File: config.mk
export PLATFORM = sky130hd
export DESIGN_NAME = fetch_pc_unit
export DESIGN_NICKNAME = d
export VERILOG_FILES = /design/src/rtl/fetch_pc_unit.sv
export SDC_FILE = /design/constraint.sdc
export NUM_CORES = 1
export LEC_CHECK = 0
export CORE_MARGIN = 2
export CORE_UTILIZATION = 41
export DETAILED_ROUTE_END_ITERATION = 12
export PLACE_DENSITY_LB_ADDON = 0.25
export SETUP_SLACK_MARGIN = 0.1
export SLEW_MARGIN = 20
export SYNTH_ARGS = -nofsm -noshare
export SYNTH_HDL_FRONTEND = slang
export SYNTH_SLANG_ARGS = --single-unit
File: constraint.sdc
create_clock -name CLK -period 12.5 [get_ports CLK]
set_clock_uncertainty 0.1 [all_clocks]
set_input_delay 2.5 -clock CLK [delete_from_list [all_inputs] [get_ports CLK]]
set_output_delay 2.5 -clock CLK [all_outputs]
set_load 0.01 [all_outputs]
File: src/rtl/fetch_pc_unit.sv
// Fetch stage: owns the fetch PC, issues word fetches over a req/ack handshake
// and queues up to two fetched instructions toward decode; redirects flush and restart.
module fetch_pc_unit #(
   parameter logic [63:0] RESET_PC  = 64'h0,
   parameter int unsigned BUF_DEPTH = 2
) (
   input  logic        CLK,
   input  logic        resetl,
   input  logic        redirect_valid,
   input  logic [63:0] redirect_pc,
   output logic        imem_req,
   output logic [63:0] imem_addr,
   input  logic        imem_ack,
   input  logic [31:0] imem_rdata,
   output logic        if_valid,
   output logic [31:0] if_instr,
   output logic [63:0] if_pc,
   input  logic        id_ready
);

   localparam logic [1:0] DEPTH = 2'(BUF_DEPTH);

   typedef enum logic [1:0] {FETCH, STALL, DROP} stateT;

   stateT       state, stateNext;
   logic [63:0] fpc, fpcNext;
   logic        reqNext;
   logic [63:0] addrNext;
   logic [1:0]  count, countNext, countPop;
   logic        rdPtr, rdPtrNext, wrPtr, wrPtrNext;
   logic        ack, pop, push;
   logic [63:0] redirectTarget;
   logic [63:0] pcMem    [2];
   logic [31:0] instrMem [2];

   assign redirectTarget = redirect_pc & ~64'h3;
   assign ack            = imem_req & imem_ack;
   assign pop            = if_valid & id_ready & ~redirect_valid;
   assign countPop       = count - {1'b0, pop};

   assign if_valid = (count != 2'd0);
   assign if_instr = if_valid ? instrMem[rdPtr] : '0;
   assign if_pc    = if_valid ? pcMem[rdPtr]    : '0;

   always_comb begin
      stateNext = state;
      fpcNext   = fpc;
      reqNext   = imem_req;
      addrNext  = imem_addr;
      countNext = count;
      rdPtrNext = rdPtr;
      wrPtrNext = wrPtr;
      push      = 1'b0;
      if (redirect_valid) begin
         fpcNext   = redirectTarget;
         countNext = '0;
         rdPtrNext = 1'b0;
         wrPtrNext = 1'b0;
         // An unacked request cannot be retracted: let it finish and discard its data.
         if (imem_req && !imem_ack) begin
            stateNext = DROP;
         end else begin
            stateNext = FETCH;
            reqNext   = 1'b1;
            addrNext  = redirectTarget;
         end
      end else begin
         if (pop) rdPtrNext = ~rdPtr;
         countNext = countPop;
         unique case (state)
            FETCH: begin
               if (ack) begin
                  push      = 1'b1;
                  wrPtrNext = ~wrPtr;
                  fpcNext   = fpc + 64'd4;
                  countNext = countPop + 2'd1;
                  if (countNext == DEPTH) begin
                     stateNext = STALL;
                     reqNext   = 1'b0;
                  end else begin
                     reqNext  = 1'b1;
                     addrNext = fpcNext;
                  end
               end else if (!imem_req && countPop < DEPTH) begin
                  reqNext  = 1'b1;
                  addrNext = fpc;
               end
            end
            STALL: begin
               if (pop) begin
                  stateNext = FETCH;
                  reqNext   = 1'b1;
                  addrNext  = fpc;
               end
            end
            DROP: begin
               if (ack) begin
                  stateNext = FETCH;
                  reqNext   = 1'b1;
                  addrNext  = fpc;
               end
            end
            default: stateNext = FETCH;
         endcase
      end
   end

   always_ff @(posedge CLK or negedge resetl) begin
      if (!resetl) begin
         state     <= FETCH;
         fpc       <= RESET_PC;
         imem_req  <= 1'b0;
         imem_addr <= RESET_PC;
         count     <= '0;
         rdPtr     <= 1'b0;
         wrPtr     <= 1'b0;
      end else begin
         state     <= stateNext;
         fpc       <= fpcNext;
         imem_req  <= reqNext;
         imem_addr <= addrNext;
         count     <= countNext;
         rdPtr     <= rdPtrNext;
         wrPtr     <= wrPtrNext;
      end
   end

   always_ff @(posedge CLK) begin
      if (push) begin
         pcMem[wrPtr]    <= fpc;
         instrMem[wrPtr] <= imem_rdata;
      end
   end

endmodule

==> out/metrics.cfg <==
[logic_synthesis]
ys_seq_elements=320
async_flop_share=0.413
synth_compound_area_frac=0.0602
syn-cell-area_um2=15200
synth_simple_gate_area_frac=0.167
synthAdderAreaFrac=0.00493
synth_mux_area_frac=0.0826
ys.flop_type=edfxtp_1
syn_avg_cell_area_um2=11.4
yosysSeqAreaShare=0.587
yosysWarningCount=0
netlist_instances=1335
synth-edff-count=188
synthDistinctLibCells=62
synth_xor_area_frac=0.0684
synth_top_family_by_area=simple AND/OR/NAND/NOR gates

[sta]
max_freq_ghz=0.166
worst_slack_ns=6.48
setup_viol=0
final_min_period_over_clock_period=0.482
whs_ns=0.379
tightest_slew_ns=1.06
max-slew-margin-rel=0.293
maxSlewViolCount=0
finalHoldViolations=0
fin_setup_tns_ns=0
rsz0062_at_grt=no
min_period_ns=6.02

[grt]
overflow=0
track_usage=0.224
grt_pass1_vias=11200
antenna_found_initial=2
grt_pass1_wl_mm=66.2
grt_max_degree=88

[floorplanning]
die_w_um=197
rows=70
dieArea_um2=38700
io_pins=263
core_um2=36600
die_h_um=197
start_util=0.416

[finish]
nNetsFinal=1657
layout-drive-gt1-share=0.0824
nFillCells=3249
multi_input_area_um2=5860
layout.cells.non_filler=2047
regArea_um2=8950
area_growth_pct=27.2

[power_and_ir_drop]
powerDensity_nw_per_um2=182
ir_drop_v=0.0000969
p_leak_uw=0.00673

[job]
drv_cap=0

[cts]
cts_tree=yes
cts_setup_buffers=0
cts_max_level=2
cts.sinks=320
numCtsBuffers=36
cts_resized=0
cts-root-buf=clkbuf_16
clock_latency_ns=0.52
clk_pin_slew_ns=0.06
clk_path_buf_depth=3
ctsHoldBuffers=0

[drt]
first_pass_iters=7
drc_errors=0
num_vias=11300
finalWirelength_mm=43.7
wl_per_cell_um=21.4
antenna_left=0
vias_per_cell=5.52
first_iter_violations=752

[critical_path]
cp_max_fo=48
max_stage_delay_ns=1.03
r2r_slack_ns=8.89
r2r_start=count[1]
cp-end-kind=output port
startpoint=rdPtr
crit_path_end=if_pc[63]
slowest_stage=dfrtp_4
start_kind=register
crit_arrival_ns=3.42
rr_worst_depth=10
reg2reg_to=imem_addr[57]
criticalPathCategory=reg2out
cp.required_ns=9.90
path_cells=buf_4 > mux2i_1 > nor2_1 > clkdlybuf4s50_1

[placement]
dp_hpwl_mm=29.6
place_inst=1980
dp_slack_ns=6.52
placement.io_buffers=258
place.gp.congestion=0.874

[worst_hold_path]
hp-class=reg2reg

[outcome]
status=finished, final reports clean

[stage by stage]
step	util	power (uW)	instance area (um^2)
3_3_place_gp	0.495	2450	18100
3_5_place_dp	0.495	2460	18100
4_1_cts	0.529	3570	19400
6_report	0.529	3530	19400
2_1_floorplan	-	1910	15200
5_1_grt	0.529	3700	19400
[layout by cell type, fill, tap and decap left out, types with 22 or more instances in the layout]
cell type and n:
a21oi_1 30, clkbuf_16 38, clkdlybuf4s50_1 256, dfrtp_1 131
edfxtp_1 188, mux2_2 22, mux2i_1 101, nand2_1 116
nand3_1 40, nand4_1 36, nor2_1 207, nor3_1 28
nor4_1 24, o21ai_0 45, xnor2_1 72, xor2_1 47
[Yosys cell counts (4+ instances only)]
library cell / number / area share
a211oi_1: 6 / 0.0030
a21oi_1: 30 / 0.0099
a221oi_1: 10 / 0.0057
a221oi_2: 5 / 0.0049
a31oi_1: 7 / 0.0029
and2_1: 4 / 0.0016
and3_1: 10 / 0.0041
and4_1: 7 / 0.0040
buf_1: 20 / 0.0049
buf_2: 18 / 0.0059
buf_4: 4 / 0.0020
clkbuf_1: 51 / 0.013
dfrtp_1: 132 / 0.22
edfxtp_1: 188 / 0.37
ha_1: 6 / 0.0049
inv_1: 11 / 0.0027
mux2_2: 22 / 0.016
mux2i_1: 101 / 0.066
nand2_1: 116 / 0.029
nand3_1: 41 / 0.013
nand3b_1: 4 / 0.0020
nand4_1: 36 / 0.015
nor2_1: 209 / 0.051
nor3_1: 28 / 0.0092
nor4_1: 24 / 0.0099
nor4_2: 5 / 0.0041
nor4_4: 4 / 0.0056
o211ai_1: 4 / 0.0020
o21ai_0: 45 / 0.015
o221ai_1: 11 / 0.0063
o31ai_1: 10 / 0.0049
or2_2: 4 / 0.0016
xnor2_1: 72 / 0.041
xor2_1: 47 / 0.027
[registers in the layout, indices dropped and copies added, names as in the netlist]
signal and flops:
state 2, imem_req 1, rdPtr 1, fpc 62
instrMem 64, count 2, pcMem 124, wrPtr 1
imem_addr 63
[worst min-delay path by stage]
| stage | cells past startpoint | to | start |
|---|---|---|---|
| floorplan | 0 | pcMem[0][15] | fpc[15] |
| global placement | 2 | imem_addr[18] | imem_addr[18] |
| detailed placement | 2 | imem_addr[30] | imem_addr[30] |
| CTS | 2 | imem_addr[30] | imem_addr[30] |
| global route | 2 | imem_addr[30] | imem_addr[30] |
| finish | 2 | imem_addr[30] | imem_addr[30] |
[per-layer routing]
metal | track usage | share of wire | up-vias | routed length (um)
met2 | 0.364 | 0.48 | 396 | 20800
met5 | 0 | 0.00037 | - | 16
met1 | 0.304 | 0.43 | 5591 | 18600
li1 | - | - | 5231 | -
met4 | 0.0744 | 0.027 | 2 | 1170
met3 | 0.0412 | 0.070 | 75 | 3070
[worst max-delay path, delay by kind of cell (launching register included)]
family	cells	cell delay (ns)
buffers and inverters	2	1.32
DFF	1	1.03
and+or+nand+nor	1	0.09
muxes	1	0.44
[cells by family after synthesis]
| family | Yosys count |
|---|---|
| flip-flops | 320 |
| buffers and inverters | 108 |
| adder cells (fa/ha/maj) | 6 |
| multiplexers | 123 |
| XOR/XNOR | 119 |
| AO/OA/AOI/OAI | 139 |
| other | 1 |
| AND/OR/NAND/NOR | 519 |
[cell type report]
type | instances | area share
clock inverter | 16 | 0.0114
inverter | 12 | 0.00239
clock buffer | 50 | 0.0529
antenna | 1 | 0.000129
tap | 468 | 0.0302
multi-input combinational | 908 | 0.303
timing repair buffer | 272 | 0.138
sequential | 320 | 0.462
[power breakdown]
group	switching (uW)	internal (uW)	total [uW]	leakage [uW]
registers	157	1290	1440	0.00325
logic	497	493	990	0.00287
clock network	418	681	1100	0.000610
Note: power is estimated with default switching activity, not from simulation.
